==> src/rtl/vend2_ctrl_if.sv <==
// Vend2 bus: coin, vend, cancel and change-payout handshakes between the front end
// and the vend2 controller, plus the hopper status and credit readout.
interface vend2_ctrl_if;
  logic        money_present;
  logic [3:0]  money_amount;
  logic        vend_idle;
  logic        money_return;
  logic [3:0]  return_amount;
  logic        return_complete;
  logic        vend_request;
  logic [11:0] vend_amount;
  logic        vend_ok;
  logic        vend_reject;
  logic        vend_complete;
  logic        vend_cancel;
  logic        cancel_complete;
  logic [15:0] hopper_empty;
  logic [15:0] total;

  modport master (
    output money_present, money_amount, return_complete, vend_request, vend_amount,
           vend_complete, vend_cancel, hopper_empty,
    input  vend_idle, money_return, return_amount, vend_ok, vend_reject,
           cancel_complete, total
  );

  modport slave (
    input  money_present, money_amount, return_complete, vend_request, vend_amount,
           vend_complete, vend_cancel, hopper_empty,
    output vend_idle, money_return, return_amount, vend_ok, vend_reject,
           cancel_complete, total
  );
endinterface

==> src/rtl/vend2_ctrl.sv <==
// Vend2 controller: accumulates coin credit, grants or rejects vends against it and
// pays change/refunds one coin at a time from the non-empty hoppers.
module vend2_ctrl #(
  parameter logic [15:0] MAX_CREDIT  = 16'd4095,
  parameter bit          AUTO_CHANGE = 1'b1,
  parameter int unsigned RET_TIMEOUT = 255
) (
  input  logic        clock,
  input  logic        reset,
  vend2_ctrl_if.slave bus
);

  localparam int TmrW = $clog2(RET_TIMEOUT + 2);
  localparam logic [TmrW-1:0] TmrLast = (RET_TIMEOUT == 0) ? '0 : TmrW'(RET_TIMEOUT - 1);

  typedef enum logic [2:0] {
    IDLE, CREDIT, REJECT, VEND, RET_SEL, RET_WAIT, ESC_RET, CAN_DONE
  } state_e;

  state_e          state_q, state_d;
  logic [15:0]     total_q, total_d;
  logic [3:0]      code_q, code_d;
  logic [11:0]     price_q, price_d;
  logic            cancel_q, cancel_d;
  logic [TmrW-1:0] tmr_q, tmr_d;
  logic [3:0]      selCode;
  logic [16:0]     coinSum;

  always_ff @(posedge clock) begin
    if (reset) begin
      state_q  <= IDLE;
      total_q  <= '0;
      code_q   <= '0;
      price_q  <= '0;
      cancel_q <= 1'b0;
      tmr_q    <= '0;
    end else begin
      state_q  <= state_d;
      total_q  <= total_d;
      code_q   <= code_d;
      price_q  <= price_d;
      cancel_q <= cancel_d;
      tmr_q    <= tmr_d;
    end
  end

  // Largest payable coin: ascending scan so the last hit wins; code 0 means none.
  always_comb begin
    selCode = '0;
    for (int k = 0; k < 16; k++) begin
      if (k != 0 && 16'(k) <= total_q && !bus.hopper_empty[k]) selCode = 4'(k);
    end
  end

  always_comb begin
    state_d  = state_q;
    total_d  = total_q;
    code_d   = code_q;
    price_d  = price_q;
    cancel_d = cancel_q;
    tmr_d    = tmr_q;
    coinSum  = {1'b0, total_q} + 17'(bus.money_amount);
    case (state_q)
      IDLE: begin
        if (bus.vend_cancel) begin
          cancel_d = 1'b1;
          state_d  = RET_SEL;
        end else if (bus.vend_request) begin
          price_d = bus.vend_amount;
          state_d = (total_q >= {4'd0, bus.vend_amount}) ? VEND : REJECT;
        end else if (bus.money_present) begin
          if (bus.money_amount == 4'd0) begin
            state_d = CREDIT;
          end else if (coinSum <= {1'b0, MAX_CREDIT}) begin
            total_d = coinSum[15:0];
            state_d = CREDIT;
          end else begin
            code_d  = bus.money_amount;
            state_d = ESC_RET;
          end
        end
      end
      CREDIT, REJECT: state_d = IDLE;
      VEND: begin
        if (bus.vend_complete) begin
          total_d = total_q - {4'd0, price_q};
          state_d = (AUTO_CHANGE && total_d != 16'd0) ? RET_SEL : IDLE;
        end
      end
      RET_SEL: begin
        if (selCode != 4'd0) begin
          code_d  = selCode;
          tmr_d   = '0;
          state_d = RET_WAIT;
        end else begin
          state_d = cancel_q ? CAN_DONE : IDLE;
        end
      end
      RET_WAIT: begin
        if (bus.return_complete) begin
          total_d = total_q - {12'd0, code_q};
          state_d = RET_SEL;
        end else if (RET_TIMEOUT != 0 && tmr_q == TmrLast) begin
          // Dispenser stalled: give up on this coin without debiting it.
          state_d = cancel_q ? CAN_DONE : IDLE;
        end else begin
          tmr_d = tmr_q + 1'b1;
        end
      end
      ESC_RET: begin
        if (bus.return_complete) state_d = IDLE;
      end
      CAN_DONE: begin
        cancel_d = 1'b0;
        state_d  = IDLE;
      end
      default: state_d = IDLE;
    endcase
  end

  always_comb begin
    bus.vend_idle       = (state_q == IDLE);
    bus.money_return    = (state_q == RET_WAIT) || (state_q == ESC_RET);
    bus.return_amount   = bus.money_return ? code_q : 4'd0;
    bus.vend_ok         = (state_q == VEND);
    bus.vend_reject     = (state_q == REJECT);
    bus.cancel_complete = (state_q == CAN_DONE);
    bus.total           = total_q;
  end

endmodule

==> src/flat_wrapper.sv <==
// flat-port wrapper written by rule: the top's interface ports become plain ports
module vend2_ctrl_flat 
#(
  parameter logic [15:0] MAX_CREDIT  = 16'd4095,
  parameter bit          AUTO_CHANGE = 1'b1,
  parameter int unsigned RET_TIMEOUT = 255
)
  (clock, reset, bus_money_present, bus_money_amount, bus_return_complete, bus_vend_request, bus_vend_amount, bus_vend_complete, bus_vend_cancel, bus_hopper_empty, bus_vend_idle, bus_money_return, bus_return_amount, bus_vend_ok, bus_vend_reject, bus_cancel_complete, bus_total);
  vend2_ctrl_if bus_i ();
  input  logic clock;
  input  logic reset;
  input wire logic [$bits(bus_i.money_present)-1:0] bus_money_present;
  input wire logic [$bits(bus_i.money_amount)-1:0] bus_money_amount;
  input wire logic [$bits(bus_i.return_complete)-1:0] bus_return_complete;
  input wire logic [$bits(bus_i.vend_request)-1:0] bus_vend_request;
  input wire logic [$bits(bus_i.vend_amount)-1:0] bus_vend_amount;
  input wire logic [$bits(bus_i.vend_complete)-1:0] bus_vend_complete;
  input wire logic [$bits(bus_i.vend_cancel)-1:0] bus_vend_cancel;
  input wire logic [$bits(bus_i.hopper_empty)-1:0] bus_hopper_empty;
  output wire logic [$bits(bus_i.vend_idle)-1:0] bus_vend_idle;
  output wire logic [$bits(bus_i.money_return)-1:0] bus_money_return;
  output wire logic [$bits(bus_i.return_amount)-1:0] bus_return_amount;
  output wire logic [$bits(bus_i.vend_ok)-1:0] bus_vend_ok;
  output wire logic [$bits(bus_i.vend_reject)-1:0] bus_vend_reject;
  output wire logic [$bits(bus_i.cancel_complete)-1:0] bus_cancel_complete;
  output wire logic [$bits(bus_i.total)-1:0] bus_total;
  assign bus_i.money_present = bus_money_present;
  assign bus_i.money_amount = bus_money_amount;
  assign bus_i.return_complete = bus_return_complete;
  assign bus_i.vend_request = bus_vend_request;
  assign bus_i.vend_amount = bus_vend_amount;
  assign bus_i.vend_complete = bus_vend_complete;
  assign bus_i.vend_cancel = bus_vend_cancel;
  assign bus_i.hopper_empty = bus_hopper_empty;
  assign bus_vend_idle = bus_i.vend_idle;
  assign bus_money_return = bus_i.money_return;
  assign bus_return_amount = bus_i.return_amount;
  assign bus_vend_ok = bus_i.vend_ok;
  assign bus_vend_reject = bus_i.vend_reject;
  assign bus_cancel_complete = bus_i.cancel_complete;
  assign bus_total = bus_i.total;
  vend2_ctrl #(.MAX_CREDIT(MAX_CREDIT), .AUTO_CHANGE(AUTO_CHANGE), .RET_TIMEOUT(RET_TIMEOUT)) u_core (.clock(clock), .reset(reset), .bus(bus_i));
endmodule
==> config.mk <==
export PLATFORM = sky130hd
export DESIGN_NAME = vend2_ctrl_flat
export DESIGN_NICKNAME = d
export VERILOG_FILES = /design/src/rtl/vend2_ctrl_if.sv /design/src/rtl/vend2_ctrl.sv /design/src/flat_wrapper.sv
export SDC_FILE = /design/constraint.sdc
export NUM_CORES = 1
export LEC_CHECK = 0
export BUFFER_PORTS_ARGS = -buffer_cell sky130_fd_sc_hd__buf_4
export CORE_UTILIZATION = 40
export DETAILED_ROUTE_END_ITERATION = 10
export MAX_ROUTING_LAYER = met4
export PLACE_DENSITY_LB_ADDON = 0.25
export SYNTH_ARGS = -nofsm -noshare
export SYNTH_HDL_FRONTEND = slang
export SYNTH_SLANG_ARGS = --single-unit
==> constraint.sdc <==
create_clock -name clock -period 3.2 [get_ports clock]
set_input_delay 0.16 -clock clock [delete_from_list [all_inputs] [get_ports clock]]
set_output_delay 0.16 -clock clock [all_outputs]
set_load 0.01 [all_outputs]
# Word-level counts from Yosys, hierarchy flattened

Cells that the tools add are included.

Mux-type cells: 51
Order comparisons: 17
Reductions and logical operators: 46
Add/sub/neg operators: 4
Bitwise gates (word level): 1
Eq/ne operators: 23

Operator list:

| kind                                                   | number |
|---|---|
| <= comparator 4 x 16 -> 1 bit (first input constant)   | 8 |
| two-way mux 16 bit                                     | 7 |
| two-way mux 4 bit                                      | 21 |
| <= comparator 3 x 16 -> 1 bit (first input constant)   | 4 |
| case mux 16 bit (3 select lines)                       | 1 |
| two-way mux 3 bit                                      | 12 |
| <= comparator 2 x 16 -> 1 bit (first input constant)   | 2 |
| two-way mux 9 bit                                      | 3 |
| inequality test 2 bit (second input constant)          | 11 |
| case mux 3 bit (6 select lines)                        | 1 |
| case mux 9 bit (2 select lines)                        | 1 |
| adder 16 x 4 -> 17 bit                                 | 1 |
| <= comparator 17 x 12 -> 1 bit (second input constant) | 1 |
| >= comparator 16 x 12 -> 1 bit                         | 1 |
| <= comparator 1 x 16 -> 1 bit (first input constant)   | 1 |
| nonzero test 16 bit                                    | 1 |
| subtractor 16 x 12 -> 16 bit                           | 1 |
| subtractor 16 x 4 -> 16 bit                            | 1 |
| logical AND 1 bit                                      | 15 |
| logical NOT 1 bit                                      | 15 |
| == test 3 bit (second input constant)                  | 4 |
| adder 9 x 1 -> 9 bit (second input constant)           | 1 |
| == test 9 x 8 -> 1 bit (second input constant)         | 1 |
| case mux 4 bit (2 select lines)                        | 1 |
| 20 further kinds                                       | 27 |

Input bits: 39
Register bits after elaboration: 45
Output and inout bits: 25
Logic and storage cells: 148

# Logic depth before layout (Yosys ltp)

Depth after elaboration: 20
Mapped depth: 13
Gate-level depth less buffers: 12

# Worst setup path after synthesis

No wires, ideal clock.

Kind: register to register
Start: register u_core.total_q[9], in the netlist u_core.bus.total[9]
End: register u_core.tmr_q[6]
Library setup time: 0.070 ns
Buffers on the path: 3
Arrival: 2.903 ns
Slack: 0.226 ns
Cell stages (with the launch flop): 12
Data required time: 3.130 ns
Period minus slack after synthesis: 2.974 ns
Path through: dfxtp_1 > buf_6 > or4_1 > buf_6 > nor4_4 > mux2i_1 > o311ai_2 > a32oi_2 > a211oi_4 > buf_6 > or3_1 > a21oi_1

Longest elaborated chain between the ends: 20
Elaborated cells between the ends (all ways): 48
Classes of those cells: 15 x order compare; 1 x eq/ne; 15 x mux; 17 x reduce/logical

Ends and longest elaborated chain:

| item                                                | line             | text |
|---|---|---|
| from (decl)                                         | vend2_ctrl.sv:21 | `logic [15:0] total_q, total_d;` |
| from (signal assigned)                              | vend2_ctrl.sv:39 | `total_q <= total_d;` |
| <= comparator 1 x 16 -> 1 bit                       | vend2_ctrl.sv:51 | `if (k != 0 && 16'(k) <= total_q && !bus.hopper_empty[k]) selCode = 4'(k);` |
| logical AND 1 bit                                   | vend2_ctrl.sv:51 |  |
| two-way mux 1 bit                                   | vend2_ctrl.sv:51 |  |
| two-way mux 4 bit (13 in a row)                     | vend2_ctrl.sv:51 |  |
| two-way mux 4 bit (*)                               | vend2_ctrl.sv:51 |  |
| nonzero test 4 bit (*)                              | vend2_ctrl.sv:91 | `if (selCode != 4'd0) begin` |
| inequality test 2 x 1 -> 1 bit (no source line) (*) | --               |  |
| AND reduction 4 bit (no source line) (*)            | --               |  |
| to (signal assigned)                                | vend2_ctrl.sv:43 | `tmr_q <= tmr_d;` |
| to (decl)                                           | vend2_ctrl.sv:25 | `logic [TmrW-1:0] tmr_q, tmr_d;` |

Mark *: on every way between the ends. The rest lies on a longest branch, timed or not.
A chain may end at the register's enable or synchronous reset.

# Final worst setup path

Start: register u_core.total_q[4], in the netlist u_core.bus.total[4]
End: register u_core.state_q[2]

Longest elaborated chain between the ends: 20
Elaborated cells between the ends (all ways): 59
Classes of those cells: 2 x add/sub; 16 x order compare; 24 x mux; 17 x reduce/logical

Ends and longest elaborated chain:

| item                                | line             | text |
|---|---|---|
| <= comparator 1 x 16 -> 1 bit       | vend2_ctrl.sv:51 |  |
| logical AND 1 bit                   | vend2_ctrl.sv:51 |  |
| two-way mux 1 bit                   | vend2_ctrl.sv:51 |  |
| two-way mux 4 bit (14 in a row)     | vend2_ctrl.sv:51 |  |
| nonzero test 4 bit                  | vend2_ctrl.sv:91 |  |
| two-way mux 3 bit                   | vend2_ctrl.sv:91 |  |
| case mux 3 bit (6 select lines) (*) | vend2_ctrl.sv:63 | `case (state_q)` |
| to (signal assigned)                | vend2_ctrl.sv:38 | `state_q <= state_d;` |
| to (decl)                           | vend2_ctrl.sv:20 | `state_e state_q, state_d;` |

Mark *: on every way between the ends. The rest lies on a longest branch, timed or not. The select of a mux whose other input is x is not followed.

==> impl_metrics.ini <==
[critical_path]
r2r_setup_slack_ns = 0.12
max_stage_delay_ns = 0.57
cp-startpoint = u_core.bus.total[4]$_SDFFE_PP0P_
critical-path-slowest-cell = or4_4
critPathMostFrequentCell = buf_4
r2r_end = u_core.state_q[2]$_SDFFE_PP0P_
cp.arrival_ns = 3.24
crit_required_ns = 3.36
crit_chain = or4_4, buf_4, nor4_4, buf_4, a21oi_1, o311ai_2, a32oi_2, buf_4, o31a_1, o31ai_1, a21oi_1
rr_startpoint = u_core.bus.total[4]$_SDFFE_PP0P_
critical_path_class = flip-flop to flip-flop
cp_max_fo = 5
endpoint_kind = flip-flop
worst-r2r-cell-count = 11
critPathLaunchType = flip-flop

[sta]
hold_slack_ns = 0.134
worstMarginPinSlew_ns = 0.578
drv_slew = 0
period_share_pct = 96.4
tns_ns = 0
fin_worst_skew_ns = 0.00718
slew_headroom_pct = 61.2
fin_crit_ns = 3.08
fmax_ghz = 0.324
hold_viol_final = 0
setup_violations = 0
rsz0062_at_grt = no

[run_status]
status = finished, violations left
violations = DRC

[drt]
ant_nets = 0
dr.first_iter.drc_count = 539
drc_errors = 2
dr.pass1.iters = 8
wl_per_cell_microns = 17.3
num_vias = 5100
drt_wl_total_microns = 14700
vias_per_cell = 5.97

[global_route]
grt_usage_pct = 25.4
grt_pass1_wl_microns = 23100
grt_pass1_vias = 4725
grt_overflow = 0
antenna_found_initial = 0
grt_max_degree = 43

[placement]
post-dp-hpwl_microns = 11200
placed_cell_area_sq_um = 5470
portBuffers = 62
place.gp.congestion = 0.942

[logic_synthesis]
synth_cells = 634
synthDistinctLibCells = 76
syn_nets = 710
yosys.area.top_type = dfxtp_1
yosys-top-cells-area = dfxtp_1, ha_1, a21oi_1
seq_area_frac_synth_pct = 19.4
synth_area_sq_um = 4650
avgSynthCellArea_sq_um = 7.33
yosys.area.top_type_share_pct = 19.4
ys_ff_latch = 45
synth_edf_count = 0
async_flop_share_pct = 0
ys.flop_type = dfxtp_1
yosys_warnings = 0

[floorplanning]
die_w_microns = 110
ios = 64
die_h_microns = 110
die_area_sq_um = 12100
fp-row-count = 39
start_util_pct = 40.9
core_sq_um = 11400

[power]
leakage_nw = 2.34
p_per_area_nw_per_um2 = 922
ir_worst_vdd_mv = 0.382

[layout]
final_common_cell = buf_4
fillers = 1091
syn_to_final_growth_pct = 22.9
design_area_sq_um = 5720
diodes = 0
final_layout_size_suffix_gt1_share_pct = 21.2
final_cell_mix = buf_4, a21oi_1, nor2_1, inv_1, nand2_1
finalNetCount = 786

[clocking]
cts_root_buf = clkbuf_16
clock_path_buffers = 2
cts_made_buffers = 5
clkSlewWorstSetupHoldPaths_ns = 0.07
cts_tree = done
clock_latency_ns = 0.29
cts_max_level = 2
cts_sinks = 45

[hold_path]
min_path_cells = 3
hold_class = primary input to flip-flop
worstHoldEndpoint = u_core.price_q[6]$_SDFFE_PP0P_
hp-start = bus_vend_amount[6]

[job]
max_cap_violations = 0
-- layout make-up --
type / instances / area [sq um] / area share [%]
multi-input combinational: 500 / 3480 / 60.9
clock inverter: 3 / 22.5 / 0.394
timing repair buffer: 106 / 812 / 14.2
inverter: 52 / 195 / 3.42
tap: 143 / 179 / 3.13
sequential: 45 / 901 / 15.8
clock buffer: 5 / 125 / 2.19
-- metrics by stage --
step / utilization, % / std cells / worst slack (ns) / power [mW]
after floorplan: - / 634 / 0.226 / 3.40
after global placement: 48.1 / 844 / 0.145 / 4.44
after detailed placement: 48.1 / 844 / 0.0633 / 4.51
after CTS: 49.4 / 852 / 0.0392 / 5.07
after global routing: 50.3 / 854 / 0.0118 / 5.65
final: 50.3 / 854 / 0.116 / 5.27
-- layer usage --
metal | track usage, % | wire (microns)
met1 | 32.9 | 6700
met2 | 40.4 | 6760
met3 | 3.14 | 880
met4 | 9.62 | 403
met5 | - | 0
-- power breakdown --
part / switching, mW / leakage, nW / internal, mW
combinational: 2.25 / 1.91 / 1.74
clock: 0.247 / 0.0621 / 0.290
sequential: 0.0825 / 0.366 / 0.658
-- cells in the mapped netlist, types with 5 or more instances --
master     instances
a21o_1             8
ha_1              34
clkbuf_1          31
nor2_1            52
nand3_1           29
nand2_1           47
nand2b_1          13
or2_2              6
inv_1             51
o21ai_0           31
a211oi_1          12
mux2i_1            6
nor2b_1           10
nand4b_1           5
dfxtp_1           45
o2111ai_1          5
and3_1             9
o31ai_1           11
xor2_1            11
or4_1              7
nor3_1            14
nand4_1            7
a31oi_1            5
a221oi_1          10
a21oi_1           55
o22ai_1            9
nor4_1             8
or3_1              8
and2_1             5
xnor2_1            6
-- timing repair --
action / in CTS / in global routing
setup endpoints to repair: 0 / 13
buffers inserted: 0 / 2
hold buffers: 0 / 0
gates resized for setup: 0 / 16
-- worst max-delay path, delay by kind of cell (launching register included) --
family	cells	cell delay [ns]
AOI/OAI and AO/OA	6	1.16
buffers and inverters	3	0.57
DFF	1	0.31
and+or+nand+nor	2	0.91
-- registers in the layout (all words and copies together), names as in the netlist --
name / flops
u_core.tmr_q: 9
u_core.code_q: 4
u_core.state_q: 3
u_core.price_q: 12
u_core.bus.total: 16
u_core.cancel_q: 1
-- cell families after synthesis --
group / count (synthesis) / share of synthesized area [%]
xor gates and xnor gates: 17 / 3.20
muxes: 6 / 1.29
DFF: 45 / 19.4
AOI/OAI and AO/OA: 201 / 30.1
and+or+nand+nor: 239 / 27.9
adders and majority gates: 37 / 10.4
buffers and inverters: 89 / 7.75
-- worst max-delay path by stage --
stage	to	slack [ns]	cells past startpoint
4_1_cts	u_core.tmr_q[3]$_SDFFE_PP0P_	0.04	9
3_3_place_gp	u_core.code_q[2]$_SDFFE_PP0P_	0.14	10
2_1_floorplan	u_core.tmr_q[6]$_SDFFE_PP0P_	0.23	11
6_report	u_core.state_q[2]$_SDFFE_PP0P_	0.12	11
5_1_grt	u_core.bus.total[13]$_SDFFE_PP0P_	0.01	11
3_5_place_dp	u_core.tmr_q[3]$_SDFFE_PP0P_	0.06	9
No activity file was read; power rests on OpenSTA's default activity.
